File: src/rtl/opll_pkg.sv
// Shared constants for the OPLL register write path: register map ranges,
// slot/stage timing and the layout of a pending-write entry.
package opll_pkg;

    localparam logic [7:0] CUSTOM_LAST  = 8'h07;
    localparam logic [7:0] RHYTHM_ADDR  = 8'h0E;
    localparam logic [7:0] TEST_ADDR    = 8'h0F;
    localparam logic [7:0] CH_BASE_A    = 8'h10;
    localparam logic [7:0] CH_BASE_B    = 8'h20;
    localparam logic [7:0] CH_BASE_C    = 8'h30;
    localparam int         NUM_CHANNELS = 9;
    localparam int         NUM_SLOTS    = 18;
    localparam logic [1:0] COMMIT_STAGE = 2'd3;
    localparam int         ENTRY_W      = 14;

    typedef struct packed {
        logic [5:0] addr;
        logic [7:0] data;
    } wr_entry_t;

    // Only addresses that map onto a real register may be queued.
    function automatic logic addr_valid(input logic [7:0] a);
        logic in_ch;
        in_ch = ((a[7:4] == CH_BASE_A[7:4]) || (a[7:4] == CH_BASE_B[7:4]) ||
                 (a[7:4] == CH_BASE_C[7:4])) && (a[3:0] < 4'(NUM_CHANNELS));
        return (a <= CUSTOM_LAST) || (a == RHYTHM_ADDR) || (a == TEST_ADDR) || in_ch;
    endfunction

endpackage

File: src/rtl/opll_wr_fifo.sv
// Synchronous FIFO of pending register writes; a push into a full FIFO is
// accepted only when a pop frees the head slot in the same cycle.
module opll_wr_fifo #(
    parameter int DEPTH = 4,
    parameter int WIDTH = 14
) (
    input  logic                     clk,
    input  logic                     reset,
    input  logic                     push,
    input  logic                     pop,
    input  logic [WIDTH-1:0]         din,
    output logic [WIDTH-1:0]         dout,
    output logic                     full,
    output logic                     empty,
    output logic [$clog2(DEPTH):0]   count
);

    localparam int AW = $clog2(DEPTH);
    localparam int CW = AW + 1;

    logic [WIDTH-1:0] mem [DEPTH];
    logic [AW-1:0]    wr_ptr;
    logic [AW-1:0]    rd_ptr;
    logic [CW-1:0]    count_next;
    logic             push_ok;
    logic             pop_ok;

    assign empty   = (count == '0);
    assign pop_ok  = pop && !empty;
    assign push_ok = push && ((count != CW'(DEPTH)) || pop_ok);
    assign dout    = mem[rd_ptr];

    always_comb begin
        count_next = count;
        if (push_ok && !pop_ok) begin
            count_next = count + CW'(1);
        end else if (!push_ok && pop_ok) begin
            count_next = count - CW'(1);
        end
    end

    // Pointers wrap naturally because DEPTH is a power of two.
    always_ff @(posedge clk) begin
        if (reset) begin
            wr_ptr <= '0;
            rd_ptr <= '0;
            count  <= '0;
            full   <= 1'b0;
        end else begin
            if (push_ok) wr_ptr <= wr_ptr + AW'(1);
            if (pop_ok)  rd_ptr <= rd_ptr + AW'(1);
            count <= count_next;
            full  <= (count_next == CW'(DEPTH));
        end
    end

    always_ff @(posedge clk) begin
        if (push_ok) mem[wr_ptr] <= din;
    end

endmodule

File: src/rtl/opll_write_sched.sv
// Queues CPU register writes and commits them to the register file only in
// stage-3 windows, never touching a channel while its slot pair is active.
module opll_write_sched
    import opll_pkg::*;
#(
    parameter int DEPTH = 4
) (
    input  logic       clk,
    input  logic       reset,
    input  logic       clkena,
    input  logic [4:0] slot,
    input  logic [1:0] stage,
    input  logic       cpu_we,
    input  logic       cpu_a0,
    input  logic [7:0] cpu_din,
    output logic       busy,
    output logic       overflow,
    output logic       reg_we,
    output logic [5:0] reg_addr,
    output logic [7:0] reg_data
);

    localparam int CW = $clog2(DEPTH) + 1;

    logic [7:0]    addr_latch;
    wr_entry_t     push_entry;
    wr_entry_t     head;
    logic          fifo_full;
    logic          fifo_empty;
    logic [CW-1:0] fifo_count;
    logic          push;
    logic          pop;
    logic          window;
    logic          head_held;
    logic          full_now;
    logic [4:0]    slot_pair;

    assign push       = cpu_we && cpu_a0 && addr_valid(addr_latch);
    assign push_entry = '{addr: addr_latch[5:0], data: cpu_din};
    assign window     = clkena && (stage == COMMIT_STAGE);
    assign slot_pair  = slot >> 1;
    assign full_now   = (fifo_count == CW'(DEPTH));

    // A channel register is held while its own slot pair is being processed;
    // holding the head also holds everything queued behind it.
    assign head_held = (head.addr >= CH_BASE_A[5:0]) && (slot < 5'(NUM_SLOTS)) &&
                       ({1'b0, head.addr[3:0]} == slot_pair);
    assign pop       = window && !fifo_empty && !head_held;
    assign busy      = fifo_full;

    opll_wr_fifo #(
        .DEPTH (DEPTH),
        .WIDTH (ENTRY_W)
    ) u_fifo (
        .clk   (clk),
        .reset (reset),
        .push  (push),
        .pop   (pop),
        .din   (push_entry),
        .dout  (head),
        .full  (fifo_full),
        .empty (fifo_empty),
        .count (fifo_count)
    );

    always_ff @(posedge clk) begin
        if (reset) begin
            addr_latch <= 8'h00;
            overflow   <= 1'b0;
            reg_we     <= 1'b0;
            reg_addr   <= '0;
            reg_data   <= '0;
        end else begin
            if (cpu_we && !cpu_a0) addr_latch <= cpu_din;
            if (push && full_now && !pop) overflow <= 1'b1;
            reg_we <= pop;
            if (pop) begin
                reg_addr <= head.addr;
                reg_data <= head.data;
            end
        end
    end

endmodule

File: config.mk
export PLATFORM = sky130hd
export DESIGN_NAME = opll_write_sched
export DESIGN_NICKNAME = d
export VERILOG_FILES = /design/src/rtl/opll_pkg.sv /design/src/rtl/opll_wr_fifo.sv /design/src/rtl/opll_write_sched.sv
export SDC_FILE = /design/constraint.sdc
export NUM_CORES = 1
export LEC_CHECK = 0
export BUFFER_PORTS_ARGS = -buffer_cell sky130_fd_sc_hd__buf_4
export CAP_MARGIN = 20
export CORE_AREA = 2 2 93 95
export DETAILED_ROUTE_END_ITERATION = 7
export DIE_AREA = 0 0 95 97
export MAX_ROUTING_LAYER = met4
export SYNTH_ARGS = -nofsm -noshare
export SYNTH_HDL_FRONTEND = slang
export SYNTH_HIERARCHICAL = 1
export SYNTH_SLANG_ARGS = --single-unit
File: constraint.sdc
create_clock -name clk -period 4.4 [get_ports clk]
set_input_delay 0 -clock clk [delete_from_list [all_inputs] [get_ports clk]]
set_output_delay 0 -clock clk [all_outputs]
set_load 0.03 [all_outputs]
* Yosys cells after proc, flatten, opt, wreduce, memory -nomap -nowiden
Memory sizes are Yosys's and may differ from the RTL's. A register that Yosys moved wholly into a read port is not among the register bits.
Cells that the tools add are included.
** Storage, ports and cells
- Output and inout bits :: 17
- Register bits after elaboration :: 32
- Word-level logic and storage cells :: 62
- RAM bits :: 56
- Memories :: 1
** Memory list
- u_fifo.mem :: depth 4, width 14, rd ports 1, clocked after memory_dff 1, write ports 1, line opll_wr_fifo.sv:21 : logic [WIDTH-1:0] mem [DEPTH];
** Cells by class
- $add $sub $neg :: 4
- Mux-type cells :: 6
- Magnitude comparators :: 4
- Equality and inequality tests :: 10
- Reductions and logical operators :: 28
** Operators by type and width (count)
- $eq A8 B4 Y1 const B :: 2
- $logic_and A1 B1 Y1 :: 15
- $eq A4 B2 Y1 const B :: 2
- $le A8 B3 Y1 const B :: 1
- $eq A3 B3 Y1 const B :: 2
- $ge A6 B5 Y1 const B :: 1
- $logic_not A1 Y1 :: 6
- $logic_or A1 B1 Y1 :: 6
- $mux W3 :: 2
- $lt A5 B5 Y1 const B :: 1
- $add A2 B1 Y2 const B :: 2
- $eq A4 B1 Y1 const B :: 1
- $eq A4 B4 Y1 :: 1
- $lt A4 B4 Y1 const B :: 1
- $mux W2 :: 2
- $add A3 B1 Y3 const B :: 1
- $logic_not A3 Y1 :: 1
- $ne A3 B3 Y1 const B :: 1
- $sub A3 B1 Y3 const B :: 1
- $eq A2 B2 Y1 const B :: 1
- $mux W1 :: 2

* Logic depth before layout (Yosys ltp)
Gate-level depths: netlist of the first run.
- Depth in word-level cells :: 13
- Depth in mapped cells :: 12
- Gate-level depth less buffers :: 10

* Modules after synthesis
The synthesis of the first run kept the hierarchy.
** Modules (own cells, without submodules)
- opll_wr_fifo :: instances 1, cells an instance 143, area an instance 2640.0 µm²
- opll_write_sched :: instances 1, cells an instance 110, area an instance 1117.3 µm²

* Worst setup path before layout of the first run
OpenSTA, ideal clock, no wires.
- Path type :: reg-to-reg
- Start :: reg (tool-made name)
- End :: mem u_fifo.mem[0][0], enable pin
- Cell stages (with the launch flop) :: 11
- Required time :: 4034 ps
- Arrival time :: 3099 ps
- Clock period less this slack :: 3465 ps
- Setup slack :: 935 ps
- Path through :: dfxtp_1 > clkbuf_1 > buf_4 > mux4_2 > xor2_1 > a2111oi_4 > a21oi_2 > buf_6 > buf_2 > o21a_1 > and2_1
** RTL lines (line)
- to (decl) :: opll_wr_fifo.sv:21

==> summary.md, run 1 <==
| Metric | Value |
|---|---|
| Max rail drop VDD | 0.184 mV |
| Flops & latches, synth | 90 |
| Total gr overflow | 0 |
| Layout cell share with drive strength beyond 1 | 0.249 |
| Final worst path period share | 0.762 |
| Clock-pin slew of the registers on the worst-case setup and hold paths | 90 ps |
| Clock power frac | 0.368 |
| Largest net degree at the start of global routing | 48 |
| Wire per inst | 15.6 µm |
| Core Rows | 33 |
| CP required | 4700 ps |
| Longest Clk Path Bufs | 2 |
| Core ar. | 8130 µm² |
| Antenna-violating nets left | 0 |
| Synth Instances | 253 |
| Die H | 97 µm |
| Most common cell after layout, fill and taps aside | edfxtp_1 |
| Layout Utilization | 0.544 |
| CP Launch Type | flop |
| Max-cap violations | 0 |
| Setup ws final | 1050 ps |
| CTS tree | done |
| Dpl hpwl | 4220 µm |
| Die width | 95 µm |
| Wirelength, routed | 6400 µm |
| Leak Pwr | 1.54 nW |
| Cell internal pwr | 1.28 mW |
| CP Max Fanout | 27 |
| Worst-Margin Slew | 1000 ps |
| CP Class | reg -> reg |
| Worst skew pair latency | 350 ps |
| Crit path time final | 3350 ps |
| Area occupied by multi-input gates | 1320 µm² |
| Synth warn | 6 |
| First DRT Iteration DRCs | 103 |
| Hold Fails Final Rpt | 0 |
| Post-synth net total | 280 |
| Critical path arrival | 3650 ps |
| Place WS | 976 ps |
| ANT cells | 0 |
| Filler cells | 697 |
| Syn-to-layout area delta | 17.8% |
| Power Density | 369 nW/µm² |
| CTS H-tree lvls | 3 |
| Syn_area_per_cell | 14.9 µm² |
| Synth cell types | 39 |
| Detailed-route DRC error count | 0 |
| Total power | 1.63 mW |
| IO Count | 37 |
| Clock sinks | 90 |
| Worst Clk Skew | 10.2 ps |
| CTS root buffer | clkbuf_8 |
| Cell Area, Synth | 3760 µm² |
| Worst min path class | in -> reg |
| Logic pwr share | 0.066 |
| Slew margin rel. | 0.329 |
| Vias in the first global route | 2018 |
| Sw Share | 0.214 |
| Setup TNS | 0 ps |
| Routability cong. | 0.784 |
| F_max | 0.298 GHz |
| Sw Pwr | 0.349 mW |
| Max Slew Vio Count | 0 |
| Vias per cell | 4.99 |
| Slowest stage delay, CP | 670 ps |
| Crit end category | flop |
| CTS Buf Count | 9 |
| First-pass DRT Iterations | 4 |
| RSZ-0062 raised after global routing | false |
| Initial Utilization | 0.462 |
| Crit-path most repeated cell | buf_4 |
| Die area | 9220 µm² |
| Port Buffers | 35 |
| Sequential fraction of design power | 0.566 |
| Vias post-DR | 2046 |
| Postcts setup bufs | 0 |
| First-pass GRT wire length | 10300 µm |
| Setup-failing EPs final | 0 |
| CP max stage cell | dfxtp_1 |
| Worst-path cell chain | buf_4 -> mux4_2 -> nor2_1 -> a2111oi_4 -> a21oi_2 -> buf_4 -> nand2b_4 -> or4b_4 -> a31oi_4 -> and3_1 |
| Overall Global Routing Usage | 0.153 |
| Commonest non-fill, non-tap cells in the layout | edfxtp_1 (56), buf_4 (40), dfxtp_1 (34), nand2b_1 (32), mux2i_1 (25) |
| Outcome | finished, final reports clean |
| Initial antenna violation count | 0 |
| FF+latch area | 2360 µm² |
| Sequential area share after synthesis | 0.629 |
| Final net count | 327 |
==> logic make-up after synthesis <==
| group | Yosys count | synth area share |
|---|---|---|
| DFF | 90 | 0.629 |
| AOI/OAI and AO/OA | 16 | 0.0403 |
| xor gates and xnor gates | 6 | 0.0140 |
| adders and majority gates | 8 | 0.0260 |
| muxes | 39 | 0.151 |
| buffers and inverters | 17 | 0.0206 |
| and+or+nand+nor | 77 | 0.120 |
==> path summary, 6_finish.rpt <==
kind,cells past startpoint,slack (ps),startpoint,endpoint
setup / recovery,10,1050,flop,u_fifo/full
hold / removal,2,80,reset,u_fifo/wr_ptr[0]
setup reg to reg,10,1050,flop,u_fifo/full
hold reg to reg,2,470,overflow,overflow
==> sequential cells by signal (all words and copies together), names as in the netlist, named ones only <==
name           cells
reg_we             1
overflow           1
u_fifo/rd_ptr      2
reg_data           8
u_fifo/count       3
addr_latch         8
reg_addr           6
u_fifo/mem        56
u_fifo/wr_ptr      2
u_fifo/full        1
==> stage by stage <==
step	hold WS, ps	cell area [µm²]	std cells
floorplan	98.9	3760	253
global placement	210	4130	386
detailed placement	214	4130	386
CTS	72.8	4430	410
global route	88.0	4430	410
finish	78.7	4430	410
==> repair_timing <==
| action | CTS | global route |
|---|---|---|
| resized for setup | 0 | 0 |
| endpoints found under the hold margin | 40 | 0 |
| hold buffers | 8 | 0 |
==> cell usage after synthesis (all sizes together) <==
library cell / n / area [µm²]
nand2b: 33 / 214
mux2i: 25 / 250
nor2: 20 / 75.1
and2: 4 / 25.0
and3: 1 / 6.26
inv: 5 / 18.8
nand2: 6 / 22.5
nand4b: 1 / 8.76
clkbuf: 7 / 26.3
a2111oi: 1 / 27.5
a221oi: 1 / 8.76
a21oi: 1 / 8.76
maj3: 1 / 10.0
o21bai: 2 / 15.0
a211oi: 1 / 7.51
o21ai: 3 / 15.0
nand4bb: 1 / 11.3
edfxtp: 56 / 1680
nand3: 1 / 5.00
xor2: 5 / 43.8
or4b: 2 / 27.5
o221ai: 1 / 8.76
mux4: 14 / 315
o21a: 1 / 7.51
xnor2: 1 / 8.76
nor4b: 2 / 17.5
dfxtp: 34 / 681
a31oi: 2 / 27.5
nor4: 1 / 6.26
o31ai: 2 / 15.0
nor2b: 5 / 31.3
buf: 5 / 32.5
o21ba: 1 / 10.0
ha: 7 / 87.6
==> metal layers <==
layer  vias up  global-route usage  share of wire
met5         -                   -              0
met4         0              0.0435          0.012
met3         8              0.0444          0.036
met2        37               0.232           0.47
met1       986               0.202           0.48
li1       1015                   -              -
==> final cells by class <==
cell class,count,share of cell area
flip-flops and latches,90,0.534
well taps,105,0.0297
repair buffers,48,0.0859
multi-input cells,146,0.298
clock inverters,7,0.0209
clock buffers,9,0.0280
inverters,5,0.00424
==> worst max-delay path: cells and delay by family, from the launching register on <==
kind / cells / cell delay (ps)
AND/OR/NAND/NOR: 4 / 970
buffers and inverters: 2 / 680
flip-flops: 1 / 670
multiplexers: 1 / 550
AO/OA/AOI/OAI: 3 / 440
==> power groups by stage <==
stage / logic, mW / clock network (mW) / registers, mW
floorplan: 0.0643 / 0 / 0.944
global placement: 0.104 / 0 / 0.943
detailed placement: 0.105 / 0 / 0.944
CTS: 0.110 / 0.622 / 0.924
global route: 0.119 / 0.650 / 0.926
finish: 0.108 / 0.601 / 0.924
No activity file was read; power rests on OpenSTA's default activity.
==> run 2: changes to the inputs <==
--- a/config.mk
+++ b/config.mk
@@ -5,12 +5,14 @@
 export SDC_FILE = /design/constraint.sdc
 export NUM_CORES = 1
 export LEC_CHECK = 0
+export ABC_AREA = 1
 export BUFFER_PORTS_ARGS = -buffer_cell sky130_fd_sc_hd__buf_4
 export CAP_MARGIN = 20
 export CORE_AREA = 2 2 93 95
 export DETAILED_ROUTE_END_ITERATION = 7
 export DIE_AREA = 0 0 95 97
 export MAX_ROUTING_LAYER = met4
+export PLACE_DENSITY = 0.67
 export SYNTH_ARGS = -nofsm -noshare
 export SYNTH_HDL_FRONTEND = slang
 export SYNTH_HIERARCHICAL = 1
==> constraint.sdc (replaced) <==
create_clock -name clk -period 2.7 [get_ports clk]
set_input_delay 0 -clock clk [delete_from_list [all_inputs] [get_ports clk]]
set_output_delay 0 -clock clk [all_outputs]
set_load 0.03 [all_outputs]
==> summary.md, run 2 <==
| Metric | Value |
|---|---|
| Vias per cell | 5.03 |
| Leak Pwr | 1.82 nW |
| Max reg flops | 56 |
| CP required | 3000 ps |
| Vias post-DR | 2730 |
| Initial antenna violation count | 0 |
| Synth area leaders | edfxtp_1 (45%), dfxtp_1 (18%), nor2_1 (7.9%), o21ai_0 (4.8%), nand2_1 (4.1%) |
| Die H | 97 µm |
| Layout cell share with drive strength beyond 1 | 0.215 |
| Crit path time final | 2420 ps |
| Synth warn | 6 |
| Max rail drop VDD | 0.261 mV |
| Clock-pin slew of the registers on the worst-case setup and hold paths | 90 ps |
| Cell Area, Synth | 3770 µm² |
| Largest area contributor in the netlist | edfxtp_1 |
| Largest net degree at the start of global routing | 23 |
| Synth cell types | 30 |
| ANT cells | 0 |
| Layout Utilization | 0.561 |
| Hold_ws | 41.4 ps |
| Worst-path cell chain | buf_4 -> o21ai_0 -> o22ai_1 -> inv_1 -> nand2_1 -> nand2_2 -> nor2_4 -> nand3_4 -> nand2_4 -> inv_4 -> buf_4 -> nand2_2 -> nand3_4 -> a21oi_1 -> nand2_1 -> nor2_1 |
| Placed Cells | 518 |
| Most common cell after layout, fill and taps aside | nor2_1 |
| Largest reg by FF count | u_fifo/mem |
| Detailed-route DRC error count | 0 |
| Post-Layout Cell Count | 543 |
| Place WS | 208 ps |
| Antenna-violating nets left | 0 |
| Setup ws final | 278 ps |
| Die width | 95 µm |
| CTS tree | done |
| Core ar. | 8130 µm² |
| Core Rows | 33 |
| Routed length on met2 | 3760 µm |
| F_max | 0.413 GHz |
| CP Launch Type | flop |
| CTS root buffer | clkbuf_8 |
| CP max stage cell | dfxtp_1 |
| Wire per inst | 14.1 µm |
| Worst-Margin Slew | 632 ps |
| Flops & latches, synth | 90 |
| Sequential area share after synthesis | 0.626 |
| Placement Cell Area | 4270 µm² |
| Power Density | 591 nW/µm² |
| Final instance area | 4560 µm² |
| Longest Clk Path Bufs | 2 |
| First-pass DRT Iterations | 4 |
| CTS Buf Count | 9 |
| RSZ-0062 raised after global routing | false |
| CP Max Fanout | 20 |
| Routability cong. | 0.822 |
| Synth Area in Compound Gates | 0.0872 |
| Wire length on met1 | 3460 µm |
| Ys async rst share | 0 |
| Final worst path period share | 0.897 |
| Synth Instances | 371 |
| Synth top area share | 0.446 |
| Most frequent cell after synthesis | nor2_1 |
| Crit end category | flop |
| Wirelength, routed | 7670 µm |
| Number of flops mapped to enable cells by yosys | 56 |
| First DRT Iteration DRCs | 166 |
| Hold Fails Final Rpt | 0 |
| Synth cell count leaders | nor2_1 (79), edfxtp_1 (56), nand2_1 (41) |
| Setup-failing EPs final | 0 |
| CTS H-tree lvls | 3 |
| Total power | 2.70 mW |
| Slowest stage delay, CP | 420 ps |
| Hold Startpoint | cpu_a0 |
| Setup TNS | 0 ps |
| Xor-xnor portion of the synthesized cell area | 0.00697 |
| Primary FF master, synth | edfxtp_1 |
| Syn-to-layout area delta | 21.0% |
| Commonest non-fill, non-tap cells in the layout | nor2_1 (79), edfxtp_1 (56), buf_4 (52), nand2_1 (41), o21ai_0 (36) |
| Simple logic cell fraction of the synthesized area | 0.204 |
| First-pass GRT wire length | 12400 µm |
| Overall Global Routing Usage | 0.183 |
| Clock sinks | 90 |
| Die area | 9220 µm² |
| Vias in the first global route | 2602 |
| Initial Utilization | 0.464 |
| Multiplexer share of the synthesized area | 0 |
| Max-cap violations | 0 |
| IO Count | 37 |
| Worst Clk Skew | 10.7 ps |
| Post-synth net total | 398 |
| Total gr overflow | 0 |
| Largest registers | u_fifo/mem x56, addr_latch x8, reg_data x8 |
| Final net count | 460 |
| Highest routed layer | met4 |
| Port Buffers | 35 |
| Outcome | finished, final reports clean |
| Syn_area_per_cell | 10.2 µm² |
| Synth Area in Adders | 0.0232 |
| Largest family of logic cells by synthesized area | simple AND/OR/NAND/NOR gates |
| Slew margin rel. | 0.578 |
| Worst skew pair latency | 350 ps |
| Dpl hpwl | 5390 µm |
| CP Class | reg -> reg |
| Critical path arrival | 2720 ps |
| Routed wl met3 | 340 µm |
| Max Slew Vio Count | 0 |
| Filler cells | 690 |
| Worst min path class | in -> reg |
run 2: cell types whose count changed in the layout (fill, tap and decap cells not counted), sizes merged, moves of 13 or more:
cell / before / now
nand3: 1 / 14
o22ai: 0 / 14
inv: 6 / 32
o21ai: 3 / 39
mux2i: 25 / 0
nand2: 6 / 46
nor2: 20 / 92
mux4: 14 / 0
buf: 40 / 54
nand2b: 33 / 0
run 2: power by group:
group          internal [mW]  switching, mW  total [mW]
clock network          0.472          0.462       0.934
logic                 0.0970          0.143       0.240
registers               1.50         0.0256        1.52
total                   2.07          0.630        2.70
run 2: logic make-up after synthesis:
| group | count (synthesis) |
|---|---|
| AND/OR/NAND/NOR | 164 |
| flip-flops | 90 |
| AO/OA/AOI/OAI | 61 |
| buffers and inverters | 46 |
| adder cells (fa/ha/maj) | 7 |
| XOR/XNOR | 3 |
run 2: worst paths after layout:
path / to / slack [ps] / depth (start not counted)
max: u_fifo/full / 280 / 16
min: addr_latch[4] / 40 / 4
max reg2reg: u_fifo/full / 280 / 16
min reg2reg: overflow / 460 / 2
run 2: final cells by class:
| type | instances | area (µm²) | area share |
|---|---|---|---|
| tap | 105 | 131 | 0.0288 |
| timing repair buffer | 63 | 520 | 0.114 |
| multi-input combinational | 235 | 1210 | 0.265 |
| inverter | 34 | 134 | 0.0293 |
| sequential | 90 | 2360 | 0.518 |
| clock buffer | 11 | 151 | 0.0332 |
| clock inverter | 5 | 52.6 | 0.0115 |
run 2: worst max-delay path: cells and delay by family, from the launching register on:
family / cells / cell delay [ps]
AO/OA/AOI/OAI: 3 / 600
buffers and inverters: 4 / 550
flip-flops: 1 / 420
AND/OR/NAND/NOR: 9 / 780
run 2: timing repair:
action,4_1_cts,5_1_grt
hold buffers,9,0
resized for setup,0,1
endpoints found under the setup margin,0,62
endpoints found under the hold margin,46,0
setup buffers,0,0
run 2: metal layers:
metal	GRT usage	up-vias
li1	-	1366
met1	0.224	1289
met2	0.297	63
met3	0.0304	12
met4	0.0780	0
met5	-	-
==> run 3: changes to the inputs <==
--- a/config.mk
+++ b/config.mk
@@ -12,7 +12,6 @@
 export DETAILED_ROUTE_END_ITERATION = 7
 export DIE_AREA = 0 0 95 97
 export MAX_ROUTING_LAYER = met4
-export PLACE_DENSITY = 0.67
 export SYNTH_ARGS = -nofsm -noshare
 export SYNTH_HDL_FRONTEND = slang
 export SYNTH_HIERARCHICAL = 1
==> constraint.sdc (replaced) <==
create_clock -name clk -period 2.6 [get_ports clk]
set_input_delay 0 -clock clk [delete_from_list [all_inputs] [get_ports clk]]
set_output_delay 0 -clock clk [all_outputs]
set_load 0.03 [all_outputs]
==> summary.md, run 3 (synthesized netlist as in run 2, its figures left out) <==
| Metric | Value |
|---|---|
| Worst Clk Skew | 13.0 ps |
| Hold Startpoint | cpu_a0 |
| Max rail drop VDD | 0.376 mV |
| Postcts setup bufs | 0 |
| Routability cong. | 0.771 |
| Core Rows | 33 |
| Critical path arrival | 2540 ps |
| Total gr overflow | 0 |
| CP Launch Type | flop |
| First-pass GRT wire length | 12200 µm |
| Place WS | 215 ps |
| Port Buffers | 35 |
| Slew margin rel. | 0.574 |
| Detailed-route DRC error count | 0 |
| CTS Buf Count | 9 |
| Antenna-violating nets left | 0 |
| Crit end category | flop |
| Final worst path period share | 0.939 |
| Die area | 9220 µm² |
| Max-cap violations | 0 |
| Crit path time final | 2440 ps |
| CTS root buffer | clkbuf_8 |
| Initial Utilization | 0.464 |
| CP Class | reg -> reg |
| ANT cells | 0 |
| Setup-failing EPs final | 0 |
| Leak Pwr | 1.80 nW |
| Longest Clk Path Bufs | 2 |
| Outcome | finished, final reports clean |
| Syn-to-layout area delta | 20.0% |
| Clock sinks | 90 |
| IO Count | 37 |
| Dpl hpwl | 5060 µm |
| Max reg flops | 56 |
| Initial antenna violation count | 0 |
| Largest net degree at the start of global routing | 29 |
| Die H | 97 µm |
| Commonest non-fill, non-tap cells in the layout | nor2_1 (79), edfxtp_1 (56), buf_4 (47), nand2_1 (41), o21ai_0 (36) |
| First DRT Iteration DRCs | 126 |
| Vias per cell | 4.87 |
| Hold Fails Final Rpt | 0 |
| Clock-pin slew of the registers on the worst-case setup and hold paths | 90 ps |
| First-pass DRT Iterations | 4 |
| Hold_ws | 42.9 ps |
| Largest reg by FF count | u_fifo/mem |
| Largest registers | u_fifo/mem x56, addr_latch x8, reg_data x8 |
| Power Density | 584 nW/µm² |
| Final net count | 457 |
| CTS H-tree lvls | 3 |
| Layout cell share with drive strength beyond 1 | 0.207 |
| CP required | 2700 ps |
| Max Slew Vio Count | 0 |
| Vias in the first global route | 2485 |
| CP Max Fanout | 28 |
| Vias post-DR | 2630 |
| Die width | 95 µm |
| Worst-Margin Slew | 639 ps |
| Worst skew pair latency | 350 ps |
| Wire per inst | 13.8 µm |
| R2R Setup Slk | 160 ps |
| Most common cell after layout, fill and taps aside | nor2_1 |
| Wirelength, routed | 7430 µm |
| CTS tree | done |
| Overall Global Routing Usage | 0.179 |
| Core ar. | 8130 µm² |
| Setup ws final | 159 ps |
| F_max | 0.410 GHz |
| Worst min path class | in -> reg |
==> run 3: cell count changes in the layout (fill, tap and decap cells not counted), sizes merged <==
cell | before | now
clkinv | 3 | 5
clkinvlp | 3 | 2
bufinv | 1 | 0
buf | 54 | 51
==> run 3: final timing paths <==
kind / depth (start not counted) / endpoint
max: 13 / u_fifo/mem[2][13]
min: 4 / addr_latch[0]
max reg2reg: 13 / u_fifo/mem[2][13]
min reg2reg: 2 / overflow
==> run 3: through the flow <==
stage,area (µm²),instances,power (mW),setup TNS (ps),utilization
after detailed placement,4270,515,1.86,0,0.525
final,4530,540,2.65,0,0.557
after global placement,4270,515,1.85,0,0.525
after global routing,4530,540,2.77,-2890,0.557
after CTS,4520,540,2.68,0,0.556
after floorplan,3770,371,1.76,-8300,-
==> run 3: repair_timing <==
item | in CTS | in global routing
endpoints found under the setup margin | 0 | 49
gates resized for setup | 0 | 2
hold buffers | 9 | 0
endpoints found under the hold margin | 46 | 0
==> run 3: layout make-up <==
class	instances	area, µm²
clock buffers	11	131
clock inverters	5	31.3
fillers	710	3610
inverters	34	130
multi-input cells	235	1220
flip-flops and latches	90	2360
well taps	105	131
repair buffers	60	523
==> run 3: per-layer routing <==
layer  wire length (µm)  track usage  up-vias
li1                   -            -     1357
met1               3550        0.241     1223
met2               3500        0.265       46
met3                318       0.0428        4
met4                 58       0.0658        0
met5                  0            -        -
==> run 3: critical path: stages, from the launching register on <==
cell	delay, ps
dfxtp_1	430
clkinv_1	140
buf_12	180
o21ai_0	260
o22ai_2	150
nand2_1	90
nand2_1	90
nor2_4	110
nand3_4	80
nand2_4	80
inv_4	40
o21ai_2	230
nor2_1	90
buf_4	190
==> run 3: where the power goes <==
group	total, mW	internal [mW]	switching, mW	leakage [nW]
combinational	0.249	0.103	0.147	0.934
sequential	1.58	1.56	0.0259	0.788
clock	0.814	0.344	0.470	0.0746
